<file path="src/rtl/adpcm_pkg.sv">
// Shared constants, types and the IMA step table for the ADPCM encoder tile.
package adpcm_pkg;

  typedef logic [6:0]  idx_t;
  typedef logic [14:0] step_t;

  // Byte-pairing state: which half of the 16-bit sample the next strobe carries.
  typedef enum logic {
    PH_LO = 1'b0,
    PH_HI = 1'b1
  } phase_e;

  localparam idx_t IDX_MAX = 7'd88;

  // Saturation bounds at the width of the predictor update sum.
  localparam logic signed [17:0] PRED_MAX = 18'sd32767;
  localparam logic signed [17:0] PRED_MIN = -18'sd32768;

  // Step-index adjustment, indexed by the three magnitude bits of the code.
  localparam logic signed [7:0] ADJ [8] = '{
    -8'sd1, -8'sd1, -8'sd1, -8'sd1, 8'sd2, 8'sd4, 8'sd6, 8'sd8
  };

  // Standard 89-entry IMA step-size table.
  function automatic step_t step_of(input idx_t idx);
    case (idx)
      7'd0:  return 15'd7;     7'd1:  return 15'd8;     7'd2:  return 15'd9;
      7'd3:  return 15'd10;    7'd4:  return 15'd11;    7'd5:  return 15'd12;
      7'd6:  return 15'd13;    7'd7:  return 15'd14;    7'd8:  return 15'd16;
      7'd9:  return 15'd17;    7'd10: return 15'd19;    7'd11: return 15'd21;
      7'd12: return 15'd23;    7'd13: return 15'd25;    7'd14: return 15'd28;
      7'd15: return 15'd31;    7'd16: return 15'd34;    7'd17: return 15'd37;
      7'd18: return 15'd41;    7'd19: return 15'd45;    7'd20: return 15'd50;
      7'd21: return 15'd55;    7'd22: return 15'd60;    7'd23: return 15'd66;
      7'd24: return 15'd73;    7'd25: return 15'd80;    7'd26: return 15'd88;
      7'd27: return 15'd97;    7'd28: return 15'd107;   7'd29: return 15'd118;
      7'd30: return 15'd130;   7'd31: return 15'd143;   7'd32: return 15'd157;
      7'd33: return 15'd173;   7'd34: return 15'd190;   7'd35: return 15'd209;
      7'd36: return 15'd230;   7'd37: return 15'd253;   7'd38: return 15'd279;
      7'd39: return 15'd307;   7'd40: return 15'd337;   7'd41: return 15'd371;
      7'd42: return 15'd408;   7'd43: return 15'd449;   7'd44: return 15'd494;
      7'd45: return 15'd544;   7'd46: return 15'd598;   7'd47: return 15'd658;
      7'd48: return 15'd724;   7'd49: return 15'd796;   7'd50: return 15'd876;
      7'd51: return 15'd963;   7'd52: return 15'd1060;  7'd53: return 15'd1166;
      7'd54: return 15'd1282;  7'd55: return 15'd1411;  7'd56: return 15'd1552;
      7'd57: return 15'd1707;  7'd58: return 15'd1878;  7'd59: return 15'd2066;
      7'd60: return 15'd2272;  7'd61: return 15'd2499;  7'd62: return 15'd2749;
      7'd63: return 15'd3024;  7'd64: return 15'd3327;  7'd65: return 15'd3660;
      7'd66: return 15'd4026;  7'd67: return 15'd4428;  7'd68: return 15'd4871;
      7'd69: return 15'd5358;  7'd70: return 15'd5894;  7'd71: return 15'd6484;
      7'd72: return 15'd7132;  7'd73: return 15'd7845;  7'd74: return 15'd8630;
      7'd75: return 15'd9493;  7'd76: return 15'd10442; 7'd77: return 15'd11487;
      7'd78: return 15'd12635; 7'd79: return 15'd13899; 7'd80: return 15'd15289;
      7'd81: return 15'd16818; 7'd82: return 15'd18500; 7'd83: return 15'd20350;
      7'd84: return 15'd22385; 7'd85: return 15'd24623; 7'd86: return 15'd27086;
      7'd87: return 15'd29794; 7'd88: return 15'd32767;
      default: return 15'd32767;
    endcase
  endfunction

endpackage

</file>
<file path="src/rtl/adpcm_if.sv">
// Step-table lookup bus: the encoder presents an index, the ROM returns the step.
interface adpcm_if;
  import adpcm_pkg::*;

  idx_t  index;
  step_t step;

  modport master (output index, input step);
  modport slave  (input index, output step);
endinterface

</file>
<file path="src/rtl/adpcm_step_rom.sv">
// Combinational step-size ROM behind the lookup interface.
module adpcm_step_rom
  import adpcm_pkg::*;
(
  adpcm_if.slave bus
);

  // Pure table lookup, no state.
  always_comb bus.step = step_of(bus.index);

endmodule

</file>
<file path="src/rtl/tt_um_adpcm_compressor.sv">
// IMA/DVI ADPCM encoder tile: pairs two strobed bytes into a 16-bit sample
// and emits one 4-bit code per sample, keeping predictor and step index.
module tt_um_adpcm_compressor
  import adpcm_pkg::*;
(
  input  logic [7:0] ui_in,
  output logic [7:0] uo_out,
  input  logic [7:0] uio_in,
  output logic [7:0] uio_out,
  output logic [7:0] uio_oe,
  input  logic       ena,
  input  logic       clk,
  input  logic       rst_n
);

  logic byte_stb;
  logic clear;
  logic unused_uio;

  assign byte_stb   = uio_in[0];
  assign clear      = uio_in[1];
  assign unused_uio = &{1'b0, uio_in[7:2]};

  // Architectural state.
  logic signed [15:0] pred;
  idx_t               index;
  logic [7:0]         lo;
  phase_e             phase;
  logic [3:0]         code;
  logic               code_valid;

  // Step lookup for the current index.
  adpcm_if step_bus ();
  assign step_bus.index = index;

  adpcm_step_rom u_step_rom (
    .bus (step_bus)
  );

  // Encoder datapath signals.
  logic signed [15:0] sample;
  logic signed [16:0] diff;
  logic               sign;
  logic [16:0]        mag;
  logic [16:0]        step17;
  logic [16:0]        rem;
  logic [16:0]        vp;
  logic [2:0]         c;
  logic signed [17:0] pred_ext;
  logic signed [17:0] vp_ext;
  logic signed [17:0] pred_sum;
  logic signed [15:0] pred_next;
  logic signed [7:0]  idx_sum;
  idx_t               index_next;

  // Difference against the predictor; 17 bits so full-scale swings never wrap.
  assign sample = {ui_in, lo};
  assign step17 = {2'b00, step_bus.step};
  assign diff   = {sample[15], sample} - {pred[15], pred};
  assign sign   = diff[16];
  assign mag    = sign ? -diff : diff;

  // Successive-approximation quantiser: three compare/subtract stages.
  always_comb begin
    // NOTE: every variable written here gets a default first, so no path leaves
    // one unassigned and no latch is inferred.
    rem = mag;
    vp  = step17 >> 3;
    c   = '0;
    if (rem >= step17) begin
      c[2] = 1'b1;
      rem  = rem - step17;
      vp   = vp + step17;
    end
    if (rem >= (step17 >> 1)) begin
      c[1] = 1'b1;
      rem  = rem - (step17 >> 1);
      vp   = vp + (step17 >> 1);
    end
    if (rem >= (step17 >> 2)) begin
      c[0] = 1'b1;
      vp   = vp + (step17 >> 2);
    end
  end

  // Predictor update with saturation to the 16-bit signed range.
  assign pred_ext = {{2{pred[15]}}, pred};
  assign vp_ext   = {1'b0, vp};
  assign pred_sum = sign ? (pred_ext - vp_ext) : (pred_ext + vp_ext);

  always_comb begin
    pred_next = pred_sum[15:0];
    if (pred_sum > PRED_MAX) begin
      pred_next = PRED_MAX[15:0];
    end else if (pred_sum < PRED_MIN) begin
      pred_next = PRED_MIN[15:0];
    end
  end

  // Step-index adaptation, clamped to the table range.
  assign idx_sum = $signed({1'b0, index}) + ADJ[c];

  always_comb begin
    index_next = idx_sum[6:0];
    if (idx_sum[7]) begin
      index_next = '0;
    end else if (idx_sum > $signed({1'b0, IDX_MAX})) begin
      index_next = IDX_MAX;
    end
  end

  // Byte pairing, clear and state commit; everything holds while ena is low.
  always_ff @(posedge clk) begin
    // NOTE: sequential state uses non-blocking assignments so every register
    // samples the pre-edge values regardless of statement order.
    if (!rst_n) begin
      pred       <= '0;
      index      <= '0;
      lo         <= '0;
      phase      <= PH_LO;
      code       <= '0;
      code_valid <= 1'b0;
    end else if (ena) begin
      code_valid <= 1'b0;
      if (clear) begin
        pred  <= '0;
        index <= '0;
        lo    <= '0;
        phase <= PH_LO;
        code  <= '0;
      end else if (byte_stb) begin
        if (phase == PH_LO) begin
          lo    <= ui_in;
          phase <= PH_HI;
        end else begin
          pred       <= pred_next;
          index      <= index_next;
          code       <= {sign, c};
          code_valid <= 1'b1;
          phase      <= PH_LO;
        end
      end
    end
  end

  assign uo_out  = {2'b00, phase, code_valid, code};
  assign uio_out = 8'h00;
  assign uio_oe  = 8'h00;

endmodule

</file>
<file path="config.mk">
export PLATFORM = sky130hd
export DESIGN_NAME = tt_um_adpcm_compressor
export DESIGN_NICKNAME = d
export VERILOG_FILES = /design/src/rtl/adpcm_pkg.sv /design/src/rtl/adpcm_if.sv /design/src/rtl/adpcm_step_rom.sv /design/src/rtl/tt_um_adpcm_compressor.sv
export SDC_FILE = /design/constraint.sdc
export NUM_CORES = 1
export LEC_CHECK = 0
export BUFFER_PORTS_ARGS = -buffer_cell sky130_fd_sc_hd__buf_2
export CAP_MARGIN = 20
export CELL_PAD_IN_SITES_DETAIL_PLACEMENT = 1
export CELL_PAD_IN_SITES_GLOBAL_PLACEMENT = 1
export CORE_MARGIN = 4
export CORE_UTILIZATION = 48
export DETAILED_ROUTE_END_ITERATION = 10
export PLACE_DENSITY_LB_ADDON = 0.1
export SYNTH_ARGS = -nofsm -noshare
export SYNTH_HDL_FRONTEND = slang
export SYNTH_SLANG_ARGS = --single-unit
</file>
<file path="constraint.sdc">
create_clock -name clk -period 25.2 [get_ports clk]
set_input_delay 5.04 -clock clk [delete_from_list [all_inputs] [get_ports clk]]
set_output_delay 5.04 -clock clk [all_outputs]
set_load 0.1 [all_outputs]
</file>
* Word level (Yosys, flattened, before mapping)
Memory sizes are Yosys's and may differ from the RTL's. A register that Yosys moved wholly into a read port is not among the register bits.
Index checks and enable logic that the tools add are counted.
** Word-level totals
- Register bits after elaboration :: 37
- Memory bits (read-only) :: 1984
- Bits of input ports :: 19
- Output and inout bits :: 24
- Word-level logic and storage cells :: 68
- Memories :: 2
** Memories
- (no name shown) :: depth 128, bits a word 15, read ports 1, clocked after memory_dff 1, wr ports 0, line adpcm_pkg.sv:26 : case (idx)
- (no name shown) :: depth 8, bits a word 8, read ports 1, clocked after memory_dff 0, wr ports 0, line tt_um_adpcm_compressor.sv:101 : assign idx_sum = $signed({1'b0, index}) + ADJ[c];
** Cells by class
- Add/subtract/negate cells :: 10
- $lt $le $gt $ge :: 7
- Equality and inequality tests :: 1
- Mux-type cells :: 36
- Bitwise gates (word level) :: 1
- Reductions and logical operators :: 5
** Operator list (count)
- $mux 17 :: 6
- $mux 16 :: 5
- $mux 7 :: 7
- $mux 8 :: 5
- $add 16x18->18 :: 1
- $gt 18x16->1 const B :: 1
- $lt 18x16->1 const B :: 1
- $mux 18 :: 1
- $sub 16x18->18 :: 1
- $add 17x13->17 :: 1
- $add 17x14->17 :: 1
- $ge 17x13->1 :: 1
- $ge 17x14->1 :: 1
- $ge 17x15->1 :: 1
- $neg 17->17 :: 1
- $sub 16x16->17 :: 1
- $sub 17x14->17 :: 1
- $sub 17x15->17 :: 1
- $add 12x15->16 :: 1
- $mux 4 :: 3
- $mux 1 :: 9
- $add 8x8->8 :: 1
- $gt 8x8->1 const B :: 1
- $reduce_and 3->1 :: 2
- other kinds (5) :: 6

* Logic depth before layout (Yosys ltp)
- Depth after elaboration :: 22
- Gate-level depth with buffers :: 86

* Cells and area by module
From an unflattened synthesis, not the netlist that was laid out.
** Unflattened totals
- Cell total of the unflattened synthesis :: 1502
- Area, all modules :: 10626.4 sq um
** Modules (own cells, without submodules)
- tt_um_adpcm_compressor :: times used 1, cells each 1233, area each 8956.1 sq um
- adpcm_step_rom :: times used 1, cells each 269, area each 1670.4 sq um

* Worst setup path before layout
OpenSTA, ideal clock, no wires.
- Path kind :: in2reg
- From :: input port ui_in[5]
- To :: register, netlist name u_step_rom.bus.step[9]
- Setup time :: 0.120 ns
- Arrival time :: 20.771 ns
- Slack :: 4.310 ns
- Stages on the path :: 82
- Path buffers :: 19
- Path through :: ha_1 clkbuf_1 a21oi_1 nand2_1 nand2_1 a21oi_1 and2_1 clkbuf_1 clkbuf_1 clkbuf_1 nor2_1 xnor2_1 ha_1 o21ai_0 a21oi_1 o21ai_1 nor2_1 o32a_1 (+46 left out) ha_1 a21oi_1 a21boi_0 o21ai_0 nand2b_1 and2_1 o21ai_0 nor2b_1 nand3_1 a2111oi_0 o21ai_0 clkbuf_1 ha_1 clkbuf_1 nor2_1 a2111oi_0 o21ai_0 o31a_1
** On the way
- Word-level cells in the longest chain between the ends :: 22
- Elaborated cells on any way between the ends :: 26
- Classes of those cells :: add/sub: 5; order compare: 4; mux: 15; bitwise: 1; memory: 1
** RTL lines
- start: declaration :: line tt_um_adpcm_compressor.sv:6 : input logic [7:0] ui_in,
- $sub 16x16->17 (*) :: line tt_um_adpcm_compressor.sv:59 : assign diff = {sample[15], sample} - {pred[15], pred};
- $neg 17->17 :: line tt_um_adpcm_compressor.sv:61 : assign mag = sign ? -diff : diff;
- $mux 17 (*) :: line tt_um_adpcm_compressor.sv:61
- $sub 17x15->17 or $ge 17x15->1 (tied branches) :: line tt_um_adpcm_compressor.sv:72, tt_um_adpcm_compressor.sv:70
- $mux 17 :: line tt_um_adpcm_compressor.sv:70 : if (rem >= step17) begin
- $sub 17x14->17 or $ge 17x14->1 (tied branches) :: line tt_um_adpcm_compressor.sv:77, tt_um_adpcm_compressor.sv:75
- $mux 17 :: line tt_um_adpcm_compressor.sv:75 : if (rem >= (step17 >> 1)) begin
- $ge 17x13->1 :: line tt_um_adpcm_compressor.sv:80 : if (rem >= (step17 >> 2)) begin
- (+5 left out)
- $add 8x8->8 (*) :: line tt_um_adpcm_compressor.sv:101
- $gt 8x8->1 :: line tt_um_adpcm_compressor.sv:107 : end else if (idx_sum > $signed({1'b0, IDX_MAX})) begin
- $mux 7 :: line tt_um_adpcm_compressor.sv:107
- $mux 7 (*) :: line tt_um_adpcm_compressor.sv:105 : if (idx_sum[7]) begin
- $mux 7 (*) :: line tt_um_adpcm_compressor.sv:132 : if (phase == PH_LO) begin
- $mux 7 (*) :: line tt_um_adpcm_compressor.sv:131 : end else if (byte_stb) begin
- $mux 7 (*) :: line tt_um_adpcm_compressor.sv:125 : if (clear) begin
- $mux 7 (no source line) (*) (2 in series)
Mark *: on every way between the ends. The rest lies on a longest branch, timed or not. The select of a mux whose other input is x is not followed.
A chain may end at the register's enable or synchronous reset.

* Worst setup path after layout
- From :: input port ui_in[1]
- To :: register pred[7]
** On the way
- Word-level cells in the longest chain between the ends :: 17
- Elaborated cells on any way between the ends :: 25
- Classes of those cells :: add/sub: 8; order compare: 5; mux: 12
** RTL lines
- $sub 16x16->17 (*) :: line tt_um_adpcm_compressor.sv:59
- $neg 17->17 :: line tt_um_adpcm_compressor.sv:61
- $mux 17 :: line tt_um_adpcm_compressor.sv:61
- $ge 17x15->1 or $sub 17x15->17 (tied branches) :: line tt_um_adpcm_compressor.sv:70, tt_um_adpcm_compressor.sv:72
- $mux 17 :: line tt_um_adpcm_compressor.sv:70
- $add 17x14->17 (tied with other cells) :: line tt_um_adpcm_compressor.sv:78 : vp = vp + (step17 >> 1);
- $mux 17 :: line tt_um_adpcm_compressor.sv:75
- $add 17x13->17 or $ge 17x13->1 (tied branches) :: line tt_um_adpcm_compressor.sv:82, tt_um_adpcm_compressor.sv:80
- $mux 17 :: line tt_um_adpcm_compressor.sv:80
- $add 16x18->18 or $sub 16x18->18 (tied branches) :: line tt_um_adpcm_compressor.sv:89 : assign pred_sum = sign ? (pred_ext - vp_ext) : (pred_ext + vp_ext);
- $mux 18 (*) :: line tt_um_adpcm_compressor.sv:89
- $lt 18x16->1 :: line tt_um_adpcm_compressor.sv:95 : end else if (pred_sum < PRED_MIN) begin
- $mux 16 :: line tt_um_adpcm_compressor.sv:95
- $mux 16 (*) :: line tt_um_adpcm_compressor.sv:93 : if (pred_sum > PRED_MAX) begin
- $mux 16 (*) :: line tt_um_adpcm_compressor.sv:132
- $mux 16 (*) :: line tt_um_adpcm_compressor.sv:131
- $mux 16 (*) :: line tt_um_adpcm_compressor.sv:125
- end signal: assignment :: line tt_um_adpcm_compressor.sv:136 : pred <= pred_next;
- end: declaration :: line tt_um_adpcm_compressor.sv:25 : logic signed [15:0] pred;
Marked as above.

==> out/metrics.cfg <==
[yosys]
synth_top_cells_by_count=nand2_1 (169), a21oi_1 (164), nor2_1 (143), ha_1 (131), o21ai_0 (109)
ys_seq_elements=52
seq_area_frac_synth_pct=9.23
postSynthAreaPerCell_sq_um=6.96
synth_top_area_share_pct=14.5
netlist_instances=1620
synth_edf_count=0
synth_area_sq_mm=0.0113
dominantRegCellSynth=dfxtp_1
synth_warnings=0
ys_types=94
synthMostInstantiatedCell=nand2_1
synth_largest_area_cell=ha_1
synthTopCellsByArea=ha_1 (15%), dfxtp_1 (9.2%), a21oi_1 (7.3%)
postSynth.asyncResetShare_pct=0

[clock_network]
cts_tree=yes
numCtsBuffers=5
htreeDepth=2
ctsRootBufferMaster=clkbuf_16
cts_sinks=52
clk_pin_slew_ps=80
cts.path.max_buffers=2
clk_latency_ps=310
ctsHoldBuffers=0
cts_setup_buffers=0
ctsResizeCount=0

[worst_setup_path]
critical_path.endpoint_type=flop
required_ps=25460
path_max_fanout=27
rr_endpoint=pred[7]$_SDFFE_PN0P_
crit_slowest_cell=nor3b_2
critPathMaxStageDelay_ps=810
worst-path-buf-inv=4
r2r_slack_ps=7430
critPathLaunchType=input pin
r2r_start=lo[0]$_SDFFE_PN0P_
crit_top_cell=o21ai_0
path_delay_family=compound AO/OA/AOI/OAI gates
crit_arrival_ps=22260
reg2reg_depth=66
critPathKind=input pin to flop

[cells_and_area]
drive_above_1_share_pct=5.60
finish.utilization_pct=51.0
n_antenna_cell=0
area_growth_pct=3.33
nNetsFinal=1745
num-fill-cells=3056

[floorplan]
io_pins=43
core_sq_mm=0.0228
fp.dieW_um=161
fp.dieH_um=161
rows=55
die-area_sq_mm=0.0260
start_util_pct=49.4

[min_path]
whs_path_depth=2
worstHoldEndpoint=code_valid$_SDFFE_PN0P_
min-delay-start=code_valid$_SDFFE_PN0P_
holdCritPathClass=flop to flop

[grt]
grt_pass1_vias=12175
grt_max_degree=50
antenna_found_initial=0
overflow=0
grt_pass1_wl_mm=63.1
grt_util_all_layers_pct=29.1

[pwr]
p_clk_share_pct=7.4
swShare_pct=54.6
irDropWorstVdd_mv=0.0777
power_density_mw_per_mm2=84.5
power.switching_mw=0.538
intPower_mw=0.447
power.static_leakage_nw=5.00
power_frac_seq_pct=8.6
p_comb_share_pct=84.0

[sta]
fin_setup_tns_ps=0
maxSlewViolCount=0
hold_viol=0
rsz0062_at_grt=false
period_share_pct=87.3
fmax_mhz=45.4
tightest_slew_ps=987
relSlewSlack_pct=32.5
period_minus_slack_ps=22000
finClkSkew_ps=13.5
setup_viol=0

[placed_design]
dp_hpwl_mm=31.0
port_buffers=18
gp_congestion=0.959

[route]
wl_per_cell_um=20.6
viasPerCell=6.41
num_vias=12183
routed_wl_mm=39.1
drc=0
firstDrtPassIters=7
first_iter_violations=1029
antenna_left=0

[run_status]
status=finished, final reports clean

[run]
cap_violations=0

[power groups by stage]
stage | registers, mW | logic, mW | clock network [mW]
6_report | 0.0850 | 0.827 | 0.0727
5_1_grt | 0.0851 | 0.926 | 0.0774
4_1_cts | 0.0850 | 0.822 | 0.0750
3_5_place_dp | 0.0869 | 0.814 | 0
3_3_place_gp | 0.0868 | 0.782 | 0
2_1_floorplan | 0.0867 | 0.638 | 0
[tightest hold or removal path, delay by kind of cell, from the launching register on]
kind / cells / cell delay, ps
AND/OR/NAND/NOR: 1 / 70
flip-flops: 1 / 320
AO/OA/AOI/OAI: 1 / 60
[final cells by class]
class,count,area (sq um),share of cell area [%]
Timing Repair Buffer,37,240,2.06
Clock inverter,3,26.3,0.225
Sequential cell,52,1040,8.93
Tap cell,313,392,3.36
Clock buffer,5,125,1.07
Multi-Input combinational cell,1401,9490,81.4
Inverter,90,340,2.92
[metal layers]
layer	share of wire [%]	track usage [%]	vias to the layer above	wire length [um]
met2	46	48.4	331	18100
met5	0	0	-	0
met1	46	39.7	5914	18100
met3	4.8	3.22	67	1870
met4	2.6	8.69	0	1030
li1	-	-	5871	-
[placed cells by master (no fill, tap or decap), types with 21 or more instances in the layout]
master	n
a211oi_1	25
a21o_1	23
a21oi_1	164
a31oi_1	28
dfxtp_1	52
ha_1	131
inv_1	85
mux2i_1	21
nand2_1	169
nand3_1	32
nor2_1	142
nor2b_1	24
nor3_1	40
o21a_1	23
o21ai_0	109
xnor2_1	73
xor2_1	35
[worst max path at each step]
stage                        start                        endpoint  slack, ps  cells after the start
after floorplan           ui_in[5]  u_step_rom.bus.step[9]$_DFF_P_       4310                     82
after global placement    ui_in[3]  u_step_rom.bus.step[6]$_DFF_P_       3370                     66
after detailed placement  ui_in[1]            pred[7]$_SDFFE_PN0P_       3150                     64
after CTS                 ui_in[1]           pred[14]$_SDFFE_PN0P_       3310                     64
after global routing      ui_in[1]            pred[7]$_SDFFE_PN0P_       1890                     63
final                     ui_in[1]            pred[7]$_SDFFE_PN0P_       3200                     64
[logic make-up (layout without fill, tap and decap cells)]
| logic type | Yosys count | after routing | share of synthesized area, % |
|---|---|---|---|
| AND/OR/NAND/NOR | 541 | 541 | 23.0 |
| flip-flops | 52 | 52 | 9.23 |
| AO/OA/AOI/OAI | 561 | 561 | 32.9 |
| adder cells (fa/ha/maj) | 139 | 139 | 16.0 |
| other | 1 | 18 | 0.0332 |
| multiplexers | 32 | 32 | 2.99 |
| XOR/XNOR | 110 | 110 | 8.67 |
| buffers and inverters | 184 | 135 | 7.22 |
[stage by stage]
step	hold slack, ps	setup slack [ps]	instances	cell area, sq um	total power [mW]
after floorplan	450	4310	1637	11300	0.724
after global placement	460	3370	1892	11500	0.869
after detailed placement	468	3150	1892	11500	0.901
after CTS	486	3310	1900	11600	0.982
after global routing	524	1890	1901	11700	1.09
final	484	3200	1901	11700	0.985
[sequential cells by signal (all words and copies together) (netlist names)]
name / cells
code: 4
code_valid: 1
index: 7
lo: 8
phase: 1
pred: 16
u_step_rom.bus.step: 15
Note: power is estimated with default switching activity, not from simulation.
